### src/rtl/phytx_pkg.sv
// Shared constants and byte-striping helpers for the n-lane PHY transmitter.
// PHYTX_IDLE_SYM_EN selects the 0xBC idle symbol instead of an all-zero idle.
package phytx_pkg;

    localparam logic [7:0] IDLE_SYM = 8'hBC;

`ifdef PHYTX_IDLE_SYM_EN
    localparam logic [7:0] IDLE_BYTE = IDLE_SYM;
`else
    localparam logic [7:0] IDLE_BYTE = 8'h00;
`endif

    function automatic int lane_of(input int i, input int lanes);
        return i % lanes;
    endfunction

    function automatic int slot_of(input int i, input int lanes);
        return i / lanes;
    endfunction

endpackage

### src/rtl/phytx_fifo.sv
// Synchronous word FIFO with level count and async active-low reset.
// Push is ignored when full, pop is ignored when empty.
module phytx_fifo #(
    parameter int WIDTH = 32,
    parameter int DEPTH = 4
) (
    input  logic                     clk,
    input  logic                     rst_n,
    input  logic                     push,
    input  logic                     pop,
    input  logic [WIDTH-1:0]         wdata,
    output logic [WIDTH-1:0]         rdata,
    output logic                     full,
    output logic                     empty,
    output logic [$clog2(DEPTH):0]   level
);

    localparam int AW = $clog2(DEPTH);
    localparam int LW = AW + 1;

    logic [WIDTH-1:0] mem [DEPTH];
    logic [AW-1:0]    wr_ptr;
    logic [AW-1:0]    rd_ptr;
    logic             do_push;
    logic             do_pop;

    assign full    = (level == LW'(DEPTH));
    assign empty   = (level == '0);
    assign do_push = push & ~full;
    assign do_pop  = pop & ~empty;
    assign rdata   = mem[rd_ptr];

    always_ff @(posedge clk) begin
        if (do_push) begin
            mem[wr_ptr] <= wdata;
        end
    end

    always_ff @(posedge clk or negedge rst_n) begin
        if (!rst_n) begin
            wr_ptr <= '0;
            rd_ptr <= '0;
            level  <= '0;
        end else begin
            if (do_push) begin
                wr_ptr <= wr_ptr + AW'(1);
            end
            if (do_pop) begin
                rd_ptr <= rd_ptr + AW'(1);
            end
            if (do_push && !do_pop) begin
                level <= level + LW'(1);
            end else if (do_pop && !do_push) begin
                level <= level - LW'(1);
            end
        end
    end

endmodule

### src/rtl/phytx_nlane.sv
// Single-clock n-lane PHY transmitter: FIFO, byte striping, lockstep serialisers.
// Define PHYTX_IDLE_SYM_EN to send 0xBC on idle lanes instead of zeros.
module phytx_nlane
    import phytx_pkg::*;
#(
    parameter int WIDTH = 32,
    parameter int LANES = 2,
    parameter int DEPTH = 4
) (
    input  logic                     clk_f,
    input  logic                     reset,
    input  logic [WIDTH-1:0]         data_in,
    input  logic                     valid_in,
    output logic                     in_ready,
    output logic [LANES-1:0]         data_out,
    output logic                     tx_active,
    output logic [$clog2(DEPTH):0]   fifo_level
);

    localparam int FRAME  = WIDTH / LANES;
    localparam int NBYTES = WIDTH / 8;
    localparam int CW     = $clog2(FRAME);

    localparam logic [CW-1:0] CNT_LAST = CW'(FRAME - 1);
    localparam logic [LANES-1:0][FRAME-1:0] IDLE_PAT = {NBYTES{IDLE_BYTE}};

    logic [CW-1:0]                cnt;
    logic [LANES-1:0][FRAME-1:0]  sr;
    logic [LANES-1:0][FRAME-1:0]  sr_next;
    logic [LANES-1:0][FRAME-1:0]  striped;
    logic [WIDTH-1:0]             head;
    logic                         load;
    logic                         full;
    logic                         empty;
    logic                         push;
    logic                         pop;

    assign load     = (cnt == CNT_LAST);
    assign push     = valid_in & ~full;
    assign pop      = load & ~empty;
    assign in_ready = ~full;

    phytx_fifo #(
        .WIDTH (WIDTH),
        .DEPTH (DEPTH)
    ) u_fifo (
        .clk   (clk_f),
        .rst_n (reset),
        .push  (push),
        .pop   (pop),
        .wdata (data_in),
        .rdata (head),
        .full  (full),
        .empty (empty),
        .level (fifo_level)
    );

    // Byte i lands in lane i%LANES; slot 0 occupies the MSBs so it goes first.
    for (genvar i = 0; i < NBYTES; i++) begin : g_stripe
        localparam int LN = lane_of(i, LANES);
        localparam int SL = slot_of(i, LANES);
        assign striped[LN][FRAME-1-8*SL -: 8] = head[WIDTH-1-8*i -: 8];
    end

    for (genvar l = 0; l < LANES; l++) begin : g_lane
        assign sr_next[l]  = {sr[l][FRAME-2:0], 1'b0};
        assign data_out[l] = sr[l][FRAME-1];
    end

    always_ff @(posedge clk_f or negedge reset) begin
        if (!reset) begin
            cnt       <= '0;
            sr        <= IDLE_PAT;
            tx_active <= 1'b0;
        end else begin
            if (load) begin
                cnt       <= '0;
                sr        <= empty ? IDLE_PAT : striped;
                tx_active <= ~empty;
            end else begin
                cnt <= cnt + CW'(1);
                sr  <= sr_next;
            end
        end
    end

endmodule

### config.mk
export PLATFORM = sky130hd
export DESIGN_NAME = phytx_nlane
export DESIGN_NICKNAME = d
export VERILOG_FILES = /design/src/rtl/phytx_pkg.sv /design/src/rtl/phytx_fifo.sv /design/src/rtl/phytx_nlane.sv
export SDC_FILE = /design/constraint.sdc
export NUM_CORES = 1
export LEC_CHECK = 0
export ABC_AREA = 1
export CELL_PAD_IN_SITES_DETAIL_PLACEMENT = 0
export CELL_PAD_IN_SITES_GLOBAL_PLACEMENT = 2
export CORE_UTILIZATION = 42
export CTS_CLUSTER_SIZE = 40
export DETAILED_ROUTE_END_ITERATION = 7
export PLACE_DENSITY = 0.83
export SLEW_MARGIN = 40
export SYNTH_ARGS = -nofsm -noshare
export SYNTH_HDL_FRONTEND = slang
export SYNTH_SLANG_ARGS = --single-unit
### constraint.sdc
create_clock -name clk_f -period 3.7 [get_ports clk_f]
set_input_delay 0.74 -clock clk_f [delete_from_list [all_inputs] [get_ports clk_f]]
set_output_delay 0.74 -clock clk_f [all_outputs]
set_load 0.02 [all_outputs]
After elaboration in Yosys (flattened, before gate mapping)
Memory sizes are Yosys's and may differ from the RTL's.
Cells that the tools add are included.
Word-level totals
  register bits: 44
  RAM bits: 128
  bits of input ports: 35
  output and inout port bits: 7
  logic and storage cells: 34
  memories: 1
Memory list
  u_fifo.mem: depth 4, width 32, rd ports 1, clocked after memory_dff 0, write ports 1, RTL line phytx_fifo.sv:21  | logic [WIDTH-1:0] mem [DEPTH];
Operators by class
  add/sub/neg operators: 5
  equal/unequal tests: 2
  muxes and demuxes: 7
  bitwise logic cells: 6
  reductions and logical operators: 6
Operators by type and width (number)
  $mux 32: 2
  $mux 3: 2
  $add 2x1->2 const B: 2
  $add 4x1->4 const B: 1
  $and 1x1->1: 4
  $eq 4x4->1 const B: 1
  $mux 4: 1
  $add 3x1->3 const B: 1
  $eq 3x3->1 const B: 1
  $logic_not 3->1: 1
  $sub 3x1->3 const B: 1
  $logic_and 1x1->1: 2
  $logic_not 1->1: 2
  $mux 1: 2
  $not 1->1: 2
  $reduce_bool 2->1: 1

Logic depth before layout (Yosys ltp)
Gate-level depths: netlist of run 1.
  depth in word-level cells: 8
  mapped depth: 11
  depth with buffers taken out: 11

Cells and area by module
A second synthesis of run 1 with hierarchy kept.
Second synthesis, totals
  cell total of the unflattened synthesis: 597
  area total of the unflattened synthesis: 7113.1 µm²
Modules (own cells, without submodules)
  phytx_fifo: times used 1, cells each 435, area each 5562.8 µm², sequential area each 4018.9 µm²
  phytx_nlane: times used 1, cells each 162, area each 1550.2 µm², sequential area each 925.9 µm²

Least setup slack after synthesis of run 1
No wires, ideal clock.
  path kind: reg-to-reg
  from: register u_fifo.level[0]
  to: memory u_fifo.mem[0][0] (enable)
  library setup time: 0.421 ns
  arrival: 2.408 ns
  data required time: 3.279 ns
  setup slack: 0.871 ns
  cell stages (with the launch flop): 5
  path buffers: 0
  clock period less this slack: 2.829 ns
  cells stage by stage: dfrtp_1 inv_1 nand3_1 nand2_1 nor2_1
Between the ends
  longest elaborated chain between the ends: 6
RTL lines
  start, declared: RTL line phytx_fifo.sv:15  | output logic [$clog2(DEPTH):0] level
  start signal, assigned: RTL line phytx_fifo.sv:52  | level <= level + LW'(1);
  start signal, assigned: RTL line phytx_fifo.sv:54  | level <= level - LW'(1);
  $eq 3x3->1 (*): RTL line phytx_fifo.sv:27  | assign full = (level == LW'(DEPTH));
  $not 1->1 (*)
  named net in_ready: RTL line phytx_nlane.sv:14  | output logic in_ready,
  $and 1x1->1: RTL line phytx_nlane.sv:39  | assign push = valid_in & ~full;
  $and 1x1->1 (*): RTL line phytx_fifo.sv:29  | assign do_push = push & ~full;
  $mux 1 (*): RTL line phytx_fifo.sv:34  | if (do_push) begin
  $mux 1 (not written as such) (*): RTL line phytx_fifo.sv:35  | mem[wr_ptr] <= wdata;
  end, declared: RTL line phytx_fifo.sv:21
Mark *: on every way through the listed nets, which the timed path passes. The rest lies on a longest branch.

Final worst setup path of run 1
  from: register u_fifo.level[0]
  to: output in_ready
Between the ends
  longest elaborated chain between the ends: 2
RTL lines
  $eq 3x3->1: RTL line phytx_fifo.sv:27
  $not 1->1: RTL line phytx_nlane.sv:41  | assign in_ready = ~full;
  end, declared: RTL line phytx_nlane.sv:14
No other way between the ends.

==> results.sh, run 1 <==
export IMPL_status="completed"
export IMPL_powerDensity_nw_per_um2=728
export IMPL_max_freq_ghz=0.417
export IMPL_io_buffers=41
export IMPL_synth_nets=741
export IMPL_drt_initial_drc_count=205
export IMPL_area_growth_syn_to_layout_pct=15.4
export IMPL_slew_viol_final=0
export IMPL_rows=47
export IMPL_gp_congestion=0.688
export IMPL_ys_seq_area_share_pct=68.3
export IMPL_start_kind="register"
export IMPL_r2r_start="cnt[0]"
export IMPL_first_pass_iters=4
export IMPL_drive_above_1_share_pct=7.06
export IMPL_synth_top_area_share_pct=53.1
export IMPL_finClkSkew_ns=0.00645
export IMPL_num_vias=4352
export IMPL_cts_path_max_buffers=2
export IMPL_synth_distinct_cells=24
export IMPL_path_max_fanout=4
export IMPL_syn_cell_area_um2=7240
export IMPL_overflow=0
export IMPL_track_usage_pct=16.9
export IMPL_grt_use_met3_pct=4.38
export IMPL_layout_area_seq_um2=4950
export IMPL_htreeDepth=4
export IMPL_hold_path_class="input pin to asynchronous set/reset pin"
export IMPL_ctsHoldBuffers=0
export IMPL_grt_max_degree=66
export IMPL_max_cap_violations=0
export IMPL_crit_type="register to primary output"
export IMPL_vdd_drop_max_uv=336
export IMPL_grt_busiest_layer="met2"
export IMPL_period_share_pct=64.8
export IMPL_hold_worst_slack_ns=0.329
export IMPL_cts_buffers=17
export IMPL_die_h_um=133
export IMPL_relSlewSlack_pct=49.7
export IMPL_numClockSinks=172
export IMPL_rsz0062_at_grt="false"
export IMPL_synth_ff_type="edfxtp_1"
export IMPL_r2r_end="u_fifo.level[2]"
export IMPL_fin_area_um2=8350
export IMPL_synthTopCellsByArea="edfxtp_1 (53%), dfrtp_1 (15%), nand2_1 (14%), inv_1 (7.3%), nand3_1 (4.6%)"
export IMPL_dieArea_um2=17800
export IMPL_final_antenna_net_count=0
export IMPL_yosys_warnings=0
export IMPL_grt_pass1_vias=4207
export IMPL_cp_data_arrival_time_ns=1.66
export IMPL_cts_setup_buffers=0
export IMPL_cp_top_family="buffers and inverters"
export IMPL_synth_edf_count=128
export IMPL_drc_errors=0
export IMPL_cts_root_buf="clkbuf_16"
export IMPL_wl_per_cell_um=14.0
export IMPL_reg2reg_slack_ns=1.67
export IMPL_mostFrequentLayoutCell="nand2_1"
export IMPL_p_leak_nw=3.86
export IMPL_required_ns=2.96
export IMPL_multiInputGateArea_um2=1550
export IMPL_clk_pin_slew_ns=0.07
export IMPL_start_util_pct=43.3
export IMPL_diodes=0
export IMPL_dp_hpwl_mm=7.46
export IMPL_nets=780
export IMPL_synth_seq_cells=172
export IMPL_clkLatencyLatePin_ns=0.43
export IMPL_r2r_cells=11
export IMPL_end_kind="primary output"
export IMPL_layout_common_cells="nand2_1 (262), inv_1 (140), edfxtp_1 (128)"
export IMPL_syn_avg_cell_area_um2=10.4
export IMPL_tritoncts="yes"
export IMPL_cts_repair_resized=0
export IMPL_synth_top_area_cell="edfxtp_1"
export IMPL_vias_per_cell=4.48
export IMPL_cp_num_buf_inv=2
export IMPL_finalSetupTns_ns=0
export IMPL_layout_min_cycle_time_ns=2.40
export IMPL_fill_cells=1474
export IMPL_worstMarginPinSlew_ns=0.753
export IMPL_gr_usage_met1_pct=21.3
export IMPL_hold_viol_final=0
export IMPL_slowest_delay_ns=0.61
export IMPL_synthArstFlopShare_pct=25.6
export IMPL_grt_met2_usage_pct=28.3
export IMPL_die_x_um=133
export IMPL_finalSetupViolations=0
export IMPL_io_pins=42
export IMPL_antenna_found_initial=0
export IMPL_core_area_um2=16700
export IMPL_drt_total_wl_mm=13.6
export IMPL_syn_instance_count=699
export IMPL_grt_pass1_wl_mm=22.2
export IMPL_worst_path_max_delay_cell="clkdlybuf4s50_1"
export IMPL_crit_path_cell_trace="inv_1 -> nand3_1 -> clkdlybuf4s50_1"
export IMPL_place_area_um2=7780
-- power breakdown --
group	internal (mW)	switching (mW)
Combinational	0.534	1.10
Clock	0.956	0.757
Sequential	2.59	0.145
Total	4.08	2.00
-- routing by layer --
layer / wire length (um) / part of all wire, %
met1: 6050 / 44
met3: 549 / 4.0
met5: 0 / 0
met4: 157 / 1.2
met2: 6870 / 50
-- cell type report --
cell class / instances / share of cell area (%)
Clock buffer: 18 / 5.26
Timing Repair Buffer: 49 / 5.57
Tap cell: 220 / 3.29
Clock inverter: 14 / 1.59
Sequential cell: 172 / 59.2
Multi-Input combinational cell: 355 / 18.6
Inverter: 143 / 6.51
-- stage by stage --
step	cells	utilization (%)	total power, mW	setup slack (ns)
3_3_place_gp	939	46.6	4.39	1.17
5_1_grt	971	50.0	6.47	1.21
6_report	971	50.0	6.08	1.30
3_5_place_dp	939	46.6	4.44	1.09
2_1_floorplan	699	-	4.00	0.871
4_1_cts	971	50.0	6.15	1.28
-- Yosys cell counts, types with 2 or more instances --
library cell and number:
buf_2 10, nand3_1 67, ha_1 6, o21ai_0 2
dfrtp_1 44, inv_2 2, a21oi_1 2, inv_1 140
nand2_1 262, buf_6 7, buf_4 10, xnor2_1 2
xor2_1 4, nor2_1 4, edfxtp_1 128
-- registers in the layout, indices dropped and copies added, names as in the netlist --
register and cells:
data_out 2, tx_active 1, cnt 4, u_fifo.rd_ptr 2, u_fifo.mem 128, u_fifo.wr_ptr 2, sr 30, u_fifo.level 3
-- worst max path at each step --
stage	to	depth (start not counted)	start
CTS	in_ready	3	u_fifo.level[0]
global route	in_ready	3	u_fifo.level[0]
floorplan	u_fifo.mem[0][0]	4	u_fifo.level[0]
global placement	u_fifo.level[2]	9	valid_in
finish	in_ready	3	u_fifo.level[0]
detailed placement	u_fifo.level[2]	10	valid_in
-- cells by family after synthesis --
kind of cell    share of synthesized area, %
compound gates                         0.346
xor+xnor                               0.726
fa+ha+maj                               1.31
buf+inv                                 10.4
flops                                   68.3
simple gates                            18.9
No activity file was read; power rests on OpenSTA's default activity.
==> run 2, diff against run 1 <==
- CORE_UTILIZATION: 42 -> 39
- PLACE_DENSITY: 0.83 -> 0.78
- clock period: 3.7 -> 2.4 ns (I/O delays scaled with it)
==> run 2 against run 1 <==
  * The run now ends with design-rule violations left
  * Global-route usage down 0.93 points
  * Routed wire length up 0.25%
  * Setup slack worse by 1.0 ns
  * Count of clock-buffer cells in the layout up 1
  * Sequential share of layout area down 0.91 points
  * Clock power up 55%
  * First-iteration DRC count down 37%
  * Total power up 56%
  * Non-clock buffer count up 3
  * Core utilization down 3.1 points
  * Cell count up 1.2%
  * Sequential power up 56%
  * Largest cell class unchanged
==> results.sh, run 2 (synthesis gave the netlist of run 1 again) <==
export IMPL_relSlewSlack_pct=52.6
export IMPL_rows=49
export IMPL_fill_cells=1621
export IMPL_top_register="u_fifo.mem"
export IMPL_start_util_pct=40.0
export IMPL_hold_path_class="input pin to asynchronous set/reset pin"
export IMPL_status="finished, violations left"
export IMPL_antenna_found_initial=0
export IMPL_multiInputGateArea_um2=1570
export IMPL_grt_max_degree=46
export IMPL_die_h_um=138
export IMPL_switchingPower_mw=3.06
export IMPL_die_x_um=138
export IMPL_mostFrequentLayoutCell="nand2_1"
export IMPL_io_pins=42
export IMPL_end_kind="primary output"
export IMPL_max_freq_ghz=0.467
export IMPL_crit_type="register to primary output"
export IMPL_cp_data_arrival_time_ns=1.66
export IMPL_fin_ws_ns=0.258
export IMPL_layout_common_cells="nand2_1 (262), inv_1 (140), edfxtp_1 (128)"
export IMPL_layout_min_cycle_time_ns=2.14
export IMPL_io_buffers=41
export IMPL_cp_top_family="buffers and inverters"
export IMPL_cts_setup_buffers=0
export IMPL_slew_viol_final=0
export IMPL_p_sw_share_pct=32.2
export IMPL_dp_hpwl_mm=7.69
export IMPL_cts_path_max_buffers=2
export IMPL_largest_reg_flops=128
export IMPL_grt_pass1_vias=4556
export IMPL_rsz0062_at_grt="false"
export IMPL_layout_area_seq_um2=4950
export IMPL_numClockSinks=172
export IMPL_crit_path_cell_trace="inv_1 -> nand3_1 -> clkdlybuf4s50_1"
export IMPL_ctsHoldBuffers=0
export IMPL_finalSetupViolations=0
export IMPL_worst_path_max_delay_cell="clkdlybuf4s50_1"
export IMPL_p_clk_share_pct=27.9
export IMPL_p_leak_nw=3.88
export IMPL_drt_initial_drc_count=129
export IMPL_powerDensity_nw_per_um2=1120
export IMPL_grt_use_met3_pct=3.67
export IMPL_slowest_delay_ns=0.61
export IMPL_drt_total_wl_mm=13.7
export IMPL_cp_num_buf_inv=2
export IMPL_gr_usage_met1_pct=19.6
export IMPL_path_max_fanout=4
export IMPL_clk_pin_slew_ns=0.06
export IMPL_num_vias=4371
export IMPL_htreeDepth=4
export IMPL_first_pass_iters=8
export IMPL_overflow=0
export IMPL_pwr_share_seq_pct=44.7
export IMPL_utilization_pct=46.9
export IMPL_dp_slack_ns=0.264
export IMPL_nets=783
export IMPL_track_usage_pct=16.0
export IMPL_hold_viol_final=0
export IMPL_violations="design-rule violations"
export IMPL_fin_area_um2=8480
export IMPL_max_cap_violations=0
export IMPL_cts_buffers=17
export IMPL_grt_pass1_wl_mm=23.0
export IMPL_top_regs="u_fifo.mem: 128 flops, sr: 30 flops, cnt: 4 flops"
export IMPL_drive_above_1_share_pct=6.90
export IMPL_diodes=0
export IMPL_dieArea_um2=19100
export IMPL_cts_root_buf="clkbuf_16"
export IMPL_core_area_um2=18100
export IMPL_start_kind="register"
export IMPL_wl_per_cell_um=13.9
export IMPL_vdd_drop_max_uv=583
export IMPL_required_ns=1.92
export IMPL_intPower_mw=6.45
export IMPL_hold_worst_slack_ns=0.0198
export IMPL_final_antenna_net_count=0
export IMPL_vias_per_cell=4.45
export IMPL_combPwrFrac_pct=27.5
export IMPL_drc_errors=2
export IMPL_period_share_pct=89.2
export IMPL_place_area_um2=7910
export IMPL_area_growth_syn_to_layout_pct=17.2
export IMPL_worstMarginPinSlew_ns=0.709
export IMPL_clkLatencyLatePin_ns=0.42
export IMPL_grt_busiest_layer="met2"
export IMPL_gp_congestion=0.715
export IMPL_cts_repair_resized=0
export IMPL_grt_met2_usage_pct=27.6
export IMPL_finClkSkew_ns=0.00674
export IMPL_tritoncts="yes"
-- run 2: cell count changes in the layout (fill, tap and decap cells not counted), moves of 2 or more --
cell and change:
buf_12 +6, buf_4 -3, clkbuf_1 +2, clkinv_1 +2
clkinv_2 -3, inv_6 -2, nor2_2 -4, nor2_4 +4
-- run 2: path summary, 6_finish.rpt --
path                                    endpoint       startpoint  slack, ns  depth (start not counted)
min in group clk_f                        sr[10]            sr[9]       0.45                          2
max in group asynchronous       u_fifo.rd_ptr[0]            reset       1.85                          2
worst min register to register            sr[10]            sr[9]       0.45                          2
worst max register to register   u_fifo.level[2]           cnt[0]       0.41                         11
worst max-delay path                    in_ready  u_fifo.level[0]       0.26                          3
worst min-delay path                      sr[10]            reset       0.02                          1
-- run 2: routing by layer --
| metal | up-vias | share of wire (%) |
|---|---|---|
| met5 | - | 0 |
| li1 | 2239 | - |
| met3 | 14 | 2.5 |
| met2 | 51 | 50 |
| met1 | 2067 | 46 |
| met4 | 0 | 1.3 |
-- run 2: worst reg2reg max path, delay by kind of cell, from the launching register on --
| kind | cells | cell delay, ns |
|---|---|---|
| adder cells (fa/ha/maj) | 3 | 0.82 |
| AND/OR/NAND/NOR | 5 | 0.42 |
| flip-flops | 1 | 0.40 |
| XOR/XNOR | 1 | 0.16 |
| buffers and inverters | 2 | 0.13 |
-- run 2: power groups by stage --
stage	Sequential (mW)	Clock (mW)	Combinational, mW
after detailed placement	4.31	0	2.67
after floorplan	4.26	0	1.90
after global routing	4.32	2.86	3.02
after CTS	4.25	2.72	2.68
final	4.25	2.65	2.61
after global placement	4.30	0	2.63
-- run 2: layout make-up --
type,count,area share [%]
well taps,229,3.38
inverters,143,6.39
clock buffers,19,5.10
flip-flops and latches,172,58.3
clock inverters,13,1.68
repair buffers,52,6.64
multi-input cells,355,18.5
-- run 2: through the flow --
stage | TNS (ns) | power (mW) | cells
after floorplan | -54.87 | 6.16 | 699
after global placement | 0 | 6.93 | 951
after detailed placement | 0 | 6.98 | 951
after CTS | 0 | 9.66 | 983
after global routing | 0 | 10.2 | 983
final | 0 | 9.51 | 983
==> run 3, diff against run 2 <==
- CORE_UTILIZATION: 39 -> 42
- PLACE_DENSITY: 0.78 -> 0.83
- clock period: 2.4 -> 2.65 ns (I/O delays scaled with it)
==> run 3 against run 2 <==
  * Routed wire length increased by 1.8%
  * Combinational power decreased by 11%
  * Sequential power decreased by 9.4%
  * Highest routed layer unchanged
  * Die area decreased by 7.0%
  * Design area increased by 0.38%
  * The flow now finishes without violations
  * Clock skew increased by 0.0038 ns
  * Core utilization increased by 4.1 points
==> results.sh, run 3 (synthesis gave the netlist of run 1 again) <==
export IMPL_mostFrequentLayoutCell="nand2_1"
export IMPL_io_buffers=41
export IMPL_grt_pass1_vias=4495
export IMPL_dieArea_um2=17800
export IMPL_cp_data_arrival_time_ns=1.65
export IMPL_slew_viol_final=0
export IMPL_grt_max_degree=47
export IMPL_ctsHoldBuffers=0
export IMPL_cts_root_buf="clkbuf_16"
export IMPL_period_share_pct=82.1
export IMPL_layout_min_cycle_time_ns=2.18
export IMPL_hold_path_class="input pin to asynchronous set/reset pin"
export IMPL_drt_total_wl_mm=13.9
export IMPL_status="completed"
export IMPL_end_kind="primary output"
export IMPL_dr_wl_met2_mm=7.13
export IMPL_cts_setup_buffers=0
export IMPL_top_layer="met4"
export IMPL_max_freq_ghz=0.460
export IMPL_powerDensity_nw_per_um2=1040
export IMPL_clkLatencyLatePin_ns=0.42
export IMPL_wl_per_cell_um=14.3
export IMPL_wl_met3_um=496
export IMPL_final_antenna_net_count=0
export IMPL_worst_path_max_delay_cell="clkdlybuf4s50_1"
export IMPL_htreeDepth=4
export IMPL_cts_buffers=17
export IMPL_drc_errors=0
export IMPL_worstMarginPinSlew_ns=0.708
export IMPL_area_growth_syn_to_layout_pct=17.6
export IMPL_grt_pass1_wl_mm=23.4
export IMPL_antenna_found_initial=0
export IMPL_p_leak_nw=3.92
export IMPL_finClkSkew_ns=0.0105
export IMPL_vias_per_cell=4.54
export IMPL_top_register="u_fifo.mem"
export IMPL_finalSetupTns_ns=0
export IMPL_tritoncts="yes"
export IMPL_crit_start="u_fifo.level[0]"
export IMPL_cts_path_max_buffers=2
export IMPL_met1_length_mm=6.16
export IMPL_slowest_delay_ns=0.61
export IMPL_first_pass_iters=4
export IMPL_start_kind="register"
export IMPL_vdd_drop_max_uv=475
export IMPL_start_util_pct=43.3
export IMPL_relSlewSlack_pct=52.7
export IMPL_crit_type="register to primary output"
export IMPL_max_cap_violations=0
export IMPL_track_usage_pct=17.5
export IMPL_path_max_fanout=4
export IMPL_core_area_um2=16700
export IMPL_nets=784
export IMPL_place_area_um2=7890
export IMPL_hold_viol_final=0
export IMPL_numClockSinks=172
export IMPL_r2r_start="cnt[0]"
export IMPL_cts_repair_resized=0
export IMPL_layout_common_cells="nand2_1 (262), inv_1 (140), edfxtp_1 (128)"
export IMPL_die_x_um=133
export IMPL_clk_pin_slew_ns=0.07
export IMPL_finalSetupViolations=0
export IMPL_rsz0062_at_grt="false"
export IMPL_dp_hpwl_mm=7.72
export IMPL_required_ns=2.12
export IMPL_diodes=0
export IMPL_rows=47
export IMPL_gp_congestion=0.740
export IMPL_crit_path_cell_trace="inv_1 -> nand3_1 -> clkdlybuf4s50_1"
export IMPL_largest_reg_flops=128
export IMPL_drive_above_1_share_pct=7.42
export IMPL_num_vias=4428
export IMPL_overflow=0
export IMPL_top_regs="u_fifo.mem: 128 flops, sr: 30 flops, cnt: 4 flops"
export IMPL_io_pins=42
export IMPL_die_h_um=133
export IMPL_drt_initial_drc_count=283
export IMPL_hold_worst_slack_ns=0.105
export IMPL_fin_area_um2=8520
run 3: per-stage QoR:
stage	instances	power, mW	worst slack (ns)	util, %
after CTS	975	8.94	0.443	51.0
final	975	8.82	0.474	51.0
after floorplan	699	5.58	-0.179	-
after global routing	975	9.41	0.396	51.0
after detailed placement	943	6.28	0.481	47.2
after global placement	943	6.21	0.519	47.2
run 3: path summary, 6_finish.rpt:
check / end / slack [ns] / depth (start not counted)
worst max-delay path: in_ready / 0.47 / 3
worst max register to register: u_fifo.level[2] / 0.67 / 10
min in group clk_f: sr[4] / 0.45 / 2
worst min register to register: sr[4] / 0.45 / 2
max in group asynchronous: sr[29] / 1.96 / 2
worst min-delay path: data_out[0] / 0.11 / 1
run 3: critical path: cells and delay by family (launching register included):
family	cells	cell delay (ns)
DFF	1	0.43
buffers and inverters	2	0.69
and+or+nand+nor	1	0.11
run 3: where the power goes:
group / switching [mW] / internal, mW
logic: 1.49 / 0.829
registers: 0.238 / 3.61
clock network: 1.04 / 1.61
run 3: routing by layer:
layer | vias to the layer above | GRT usage [%]
li1 | 2237 | -
met1 | 2103 | 22.0
met2 | 83 | 29.5
met3 | 5 | 4.00
met4 | 0 | 6.38
met5 | - | 0
run 3: area by class of cell:
cell class                 count  area (um2)
fill                        1529        8180
sequential                   172        4950
multi-input combinational    355        1550
timing repair buffer          53         571
inverter                     143         542
clock buffer                  19         443
tap                          220         275
clock inverter                13         189
